===== src/rtl/prog_moore_pkg.sv =====
// prog_moore_pkg: shared constants and width helper for the programmable Moore FSM.
package prog_moore_pkg;
  localparam int ERR_BAD_NEXT = 0;
  localparam int ERR_BAD_START = 1;
  localparam int ERR_BAD_CFG_STATE = 2;
  localparam int DEF_NUM_STATES = 8;
  localparam int DEF_IN_W = 2;
  localparam int DEF_OUT_W = 1;
  localparam int DEF_CNT_W = 16;
  function automatic int state_width(input int n);
    return (n > 2) ? $clog2(n) : 1;
  endfunction
endpackage


===== src/rtl/prog_moore_table.sv =====
// prog_moore_table: flop-based next-state and output tables with one write port each
// and combinational lookups for the current state.
module prog_moore_table #(
  parameter int NUM_STATES = 8,
  parameter int IN_W = 2,
  parameter int OUT_W = 1,
  parameter int STATE_W = 3
) (
  input  logic               clk,
  input  logic               reset,
  input  logic               next_we,
  input  logic [STATE_W-1:0] next_row,
  input  logic [IN_W-1:0]    next_col,
  input  logic [STATE_W-1:0] next_val,
  input  logic               out_we,
  input  logic [STATE_W-1:0] out_row,
  input  logic [OUT_W-1:0]   out_val,
  input  logic [STATE_W-1:0] rd_state,
  input  logic [IN_W-1:0]    rd_sym,
  output logic [STATE_W-1:0] rd_next,
  output logic [OUT_W-1:0]   rd_out
);
  logic [STATE_W-1:0] next_tab [NUM_STATES][2**IN_W];
  logic [OUT_W-1:0]   out_tab  [NUM_STATES];
  // Reset leaves every state as a self-loop with a zero output.
  always_ff @(posedge clk or posedge reset)
    if (reset) begin
      for (int s = 0; s < NUM_STATES; s++) begin
        out_tab[s] <= '0;
        for (int k = 0; k < 2**IN_W; k++) next_tab[s][k] <= STATE_W'(s);
      end
    end else begin
      if (next_we) next_tab[next_row][next_col] <= next_val;
      if (out_we) out_tab[out_row] <= out_val;
    end
  assign rd_next = next_tab[rd_state][rd_sym];
  assign rd_out = out_tab[rd_state];
endmodule


===== src/rtl/prog_moore_fsm.sv =====
// prog_moore_fsm: run-time programmable Moore FSM with step qualifier, start-state
// load, saturating step counter and sticky range-check error flags.
module prog_moore_fsm import prog_moore_pkg::*; #(
  parameter int NUM_STATES = DEF_NUM_STATES,
  parameter int IN_W = DEF_IN_W,
  parameter int OUT_W = DEF_OUT_W,
  parameter int CNT_W = DEF_CNT_W,
  localparam int STATE_W = state_width(NUM_STATES)
) (
  input  logic               clk,
  input  logic               reset,
  input  logic [IN_W-1:0]    sw_in,
  input  logic               step,
  input  logic               load,
  input  logic [STATE_W-1:0] start_state,
  input  logic               cfg_we,
  input  logic               cfg_out_we,
  input  logic [STATE_W-1:0] cfg_state,
  input  logic [IN_W-1:0]    cfg_sym,
  input  logic [STATE_W-1:0] cfg_next,
  input  logic [OUT_W-1:0]   cfg_out,
  input  logic               err_clr,
  output logic [STATE_W-1:0] state,
  output logic [OUT_W-1:0]   out,
  output logic [CNT_W-1:0]   step_count,
  output logic [2:0]         err
);
  localparam logic [STATE_W:0] LIMIT = (STATE_W+1)'(NUM_STATES);
  logic [STATE_W-1:0] state_nx, tab_next;
  logic start_ok, cfg_state_ok, cfg_next_ok, accept, next_we, out_we;
  logic [2:0] err_set;
  assign start_ok = {1'b0, start_state} < LIMIT;
  assign cfg_state_ok = {1'b0, cfg_state} < LIMIT;
  assign cfg_next_ok = {1'b0, cfg_next} < LIMIT;
  assign accept = step & ~load;
  assign next_we = cfg_we & cfg_state_ok & cfg_next_ok;
  assign out_we = cfg_out_we & cfg_state_ok;
  prog_moore_table #(
    .NUM_STATES(NUM_STATES), .IN_W(IN_W), .OUT_W(OUT_W), .STATE_W(STATE_W)
  ) u_table (
    .clk(clk), .reset(reset),
    .next_we(next_we), .next_row(cfg_state), .next_col(cfg_sym), .next_val(cfg_next),
    .out_we(out_we), .out_row(cfg_state), .out_val(cfg_out),
    .rd_state(state), .rd_sym(sw_in), .rd_next(tab_next), .rd_out(out)
  );
  always_comb begin
    state_nx = load ? (start_ok ? start_state : state) : (step ? tab_next : state);
    err_set = '0;
    err_set[ERR_BAD_START] = load & ~start_ok;
    err_set[ERR_BAD_CFG_STATE] = (cfg_we | cfg_out_we) & ~cfg_state_ok;
    err_set[ERR_BAD_NEXT] = cfg_we & cfg_state_ok & ~cfg_next_ok;
  end
  always_ff @(posedge clk or posedge reset)
    if (reset) begin
      state <= '0;
      step_count <= '0;
      err <= '0;
    end else begin
      state <= state_nx;
      if (accept && step_count != '1) step_count <= step_count + CNT_W'(1);
      err <= (err_clr ? 3'b000 : err) | err_set;
    end
endmodule


===== config.mk =====
export PLATFORM = sky130hd
export DESIGN_NAME = prog_moore_fsm
export DESIGN_NICKNAME = d
export VERILOG_FILES = /design/src/rtl/prog_moore_pkg.sv /design/src/rtl/prog_moore_table.sv /design/src/rtl/prog_moore_fsm.sv
export SDC_FILE = /design/constraint.sdc
export NUM_CORES = 1
export LEC_CHECK = 0
export ABC_CLOCK_PERIOD_IN_PS = 12500
export CORE_MARGIN = 3
export CORE_UTILIZATION = 44
export CTS_CLUSTER_DIAMETER = 40
export DETAILED_ROUTE_END_ITERATION = 10
export GPL_ROUTABILITY_DRIVEN = 0
export GPL_TIMING_DRIVEN = 0
export SKIP_LAST_GASP = 1
export SYNTH_ARGS = -nofsm -noshare
export SYNTH_HDL_FRONTEND = slang
export SYNTH_SLANG_ARGS = --single-unit

===== constraint.sdc =====
create_clock -name clk -period 12.5 [get_ports clk]
set_input_delay 2.5 -clock clk [delete_from_list [all_inputs] [get_ports clk]]
set_output_delay 2.5 -clock clk [all_outputs]
set_load 0.01 [all_outputs]

==> key figures, run 1 <==
Route
  • DR vias/cell: 5.520
  • Antenna viol nets, final: 0
  • WL per Instance: 20.45 um
  • Total vias in the final route: 3,842
  • Drt drc: 0
  • WL final: 14.23 mm
  • First drt pass iteration count: 4
  • Number of DRC markers in iteration 0: 248

Synth
  • Register area share after synthesis: 0.5213
  • Primary FF master, synth: dfrtp_1
  • Count of cell types in the netlist: 45
  • EDFF count, synth: 0
  • Post-synth top area share: 0.3118
  • Average cell area after synthesis: 13.50 um2
  • Area leader, netlist: dfrtp_1
  • Number of synthesized register bits: 123
  • Synth area leaders: dfrtp_1 (31%), mux2_2 (22%), dfstp_2 (21%), mux4_1 (4.4%), mux2i_1 (3.0%)
  • Post-synth ARST share: 1.000
  • Synth Cell Area: 6020 um2
  • Syn Inst Count: 446
  • Synth warnings: 0

GRT
  • Largest net degree at the start of global routing: 74
  • Initial antenna violation count: 0
  • Tot GR Track Use: 0.2025
  • Vias in the first global route: 3,900
  • First-pass GRT wire length: 22.24 mm
  • Total gr overflow: 0

Clock tree
  • # resized after CTS: 0
  • CTS tree: done
  • Post-CTS setup buffer count: 0
  • CTS H-tree lvls: 4
  • TritonCTS buffer count: 17
  • Clk_lat worst skew: 420 ps
  • Clock tree buffer depth: 2
  • Clock-pin slew on the worst setup and hold paths: 50 ps
  • Hold_buf cts: 0
  • Clk root buf: clkbuf_16
  • CTS sink count: 123

Power and ir drop
  • Maximum VDD drop: 76.63 uV
  • Pleak: 3.041 nW
  • Total power divided by cell area: 170.4 nW/um2

Timing
  • Slew margin rel.: 0.1866
  • Clock skew: 3.840 ps
  • Worst Tran Pin Value: 1217 ps
  • Final setup viols: 0
  • Setup TNS: 0 ps
  • Slew Limit Fails: 0
  • Post-route setup slack: 7274 ps
  • Fmax: 191.3 MHz
  • RSZ-0062 raised after global routing: no
  • Post-Route Hold Slack: 489.4 ps
  • Fin. Hold Viols: 0
  • Period minus WS final: 5226 ps
  • Final Cycle Share: 0.4181

Hold path
  • Hold/Removal Path Class: reg2reg

Floorplan
  • Full die area: 15,120 um2
  • Chip height: 123.0 um
  • Starting Density: 0.4528
  • Boundary Pins: 44
  • Core area: 13,300 um2
  • Width of the die: 123.0 um
  • Cell Rows: 42

Setup path
  • Reg2reg path depth: 5
  • Slowest cell on the critical path: mux4_2
  • Most frequent CP cell: buf_4
  • CP Max Fanout: 10
  • Worst path arrival time: 2730 ps
  • R2R Path Start: state[1]$_DFFE_PP0P_
  • CP delay by family, top: buffers and inverters
  • Critical path origin: state[0]$_DFFE_PP0P_
  • Flop2flop setup slack: 10,190 ps
  • CP required: 10,000 ps
  • Cells along the critical path: buf_6 -> buf_4 -> buf_4 -> mux4_2 -> mux2_2 -> clkdlybuf4s50_1
  • CP bufs+invs: 4
  • Crit. End Element: output port
  • Setup crit end: out
  • Startpoint types: flop
  • RR Endpoint: state[1]$_DFFE_PP0P_
  • CP peak stage delay: 540 ps
  • CP Class: reg2out
  • Critical Path Stages: 6

Placement
  • Setup Slack @ Placement: 7649 ps
  • Final HPWL DP: 9.955 mm
  • Port bufs: 39

Finish
  • FILL cells: 1,122
  • Final core utilization: 0.5430
  • Area Growth Syn to Fin: 19.93%
  • Share of layout cells above drive strength 1: 0.4096
  • Antenna fix cells: 0
  • Commonest non-fill, non-tap cell in the layout: mux2_2
  • Net count, final: 529
  • Commonest cells after routing, fill and taps aside: mux2_2 (115), dfrtp_1 (75), dfstp_2 (48), clkdlybuf4s50_1 (39), nand2_1 (31)

Flow run
  • MaxCap Viol Count: 0

Outcome
  • Status: finished, final reports clean
-- logic make-up (layout without fill, tap and decap cells) --
logic type / after synthesis / after routing / share of synthesized area
multiplexers: 149 / 149 / 0.3087
XOR/XNOR: 11 / 11 / 0.01601
buffers and inverters: 24 / 96 / 0.02224
flip-flops: 123 / 123 / 0.5213
AND/OR/NAND/NOR: 104 / 104 / 0.08813
other: 1 / 3 / 0.0006230
adder cells (fa/ha/maj): 1 / 1 / 0.002078
AO/OA/AOI/OAI: 33 / 33 / 0.04095
-- synth_stat cells, types with 4 or more instances --
cell	number
nand3_1	8
nor3_1	7
mux4_2	4
nand2_1	31
nand3b_1	4
mux4_1	10
xor2_1	8
clkbuf_1	10
nor2_1	26
nor3b_1	8
a21oi_1	4
a31oi_1	4
a221oi_1	7
dfrtp_1	75
buf_4	5
nor2b_1	6
mux2_2	115
dfstp_2	48
mux2i_1	18
-- per-layer routing --
layer | up-vias | global-route usage | wire length [um]
met2 | 83 | 0.3406 | 7251
li1 | 1775 | - | -
met5 | - | 0 | 0
met4 | 0 | 0.06998 | 231
met3 | 19 | 0.04483 | 533
met1 | 1965 | 0.2591 | 6218
-- registers in the layout, summed over array words and instances (netlist names) --
signal            flops
u_table.next_tab     96
step_count           16
state                 3
u_table.out_tab       8
-- layout make-up --
| class | count | area, um2 | area share |
|---|---|---|---|
| clock inverters | 8 | 67.56 | 0.009359 |
| flip-flops and latches | 123 | 3138 | 0.4347 |
| inverters | 3 | 16.27 | 0.002253 |
| plain buffers | 21 | 122.6 | 0.01698 |
| repair buffers | 40 | 417.9 | 0.05789 |
| clock buffers | 24 | 481.7 | 0.06672 |
| well taps | 176 | 220.2 | 0.03050 |
| multi-input cells | 301 | 2755 | 0.3816 |
-- report_power, final --
part	switching (mW)	total [mW]	internal, mW
Combinational	0.0983	0.230	0.132
Clock	0.171	0.458	0.286
Sequential	0.0455	0.542	0.497
-- metrics by stage --
step / power (mW) / cells / instance area [um2]
after floorplan: 0.6935 / 448 / 6027
after global placement: 0.7712 / 663 / 6638
after detailed placement: 0.7803 / 664 / 6670
after CTS: 1.244 / 696 / 7219
after global routing: 1.290 / 696 / 7219
final: 1.230 / 696 / 7219
-- how the worst min path moves through the flow --
stage	start	end	slack, ps	depth (start not counted)
floorplan	u_table.next_tab[73]$_DFFE_PP0P_	u_table.next_tab[73]$_DFFE_PP0P_	470	1
detailed placement	u_table.next_tab[80]$_DFFE_PP0P_	u_table.next_tab[80]$_DFFE_PP0P_	490	1
CTS	step_count[7]$_DFFE_PP0P_	step_count[7]$_DFFE_PP0P_	500	1
global route	u_table.next_tab[37]$_DFFE_PP0P_	u_table.next_tab[37]$_DFFE_PP0P_	510	1
global placement	step_count[7]$_DFFE_PP0P_	step_count[7]$_DFFE_PP0P_	470	1
finish	step_count[7]$_DFFE_PP0P_	step_count[7]$_DFFE_PP0P_	490	1
Power figures use the tool's default switching activity.
==> run 2: changes to the inputs <==
--- a/config.mk
+++ b/config.mk
@@ -5,7 +5,7 @@
 export SDC_FILE = /design/constraint.sdc
 export NUM_CORES = 1
 export LEC_CHECK = 0
-export ABC_CLOCK_PERIOD_IN_PS = 12500
+export ABC_CLOCK_PERIOD_IN_PS = 4900
 export CORE_MARGIN = 3
 export CORE_UTILIZATION = 44
 export CTS_CLUSTER_DIAMETER = 40
==> constraint.sdc (replaced) <==
create_clock -name clk -period 4.9 [get_ports clk]
set_input_delay 0.98 -clock clk [delete_from_list [all_inputs] [get_ports clk]]
set_output_delay 0.98 -clock clk [all_outputs]
set_load 0.01 [all_outputs]
==> results of run 2 <==
Same layout as run 1 (identical final DEF). Status: finished, final reports clean.
Main changes from that run: setup slack after placement 7649 ps -> 1569 ps; setup slack after layout 7274 ps -> 1194 ps; register-to-register setup slack 10190 ps -> 2590 ps; total power 1.230 mW -> 3.138 mW; worst IR drop on VDD 76.63 uV -> 195.5 uV
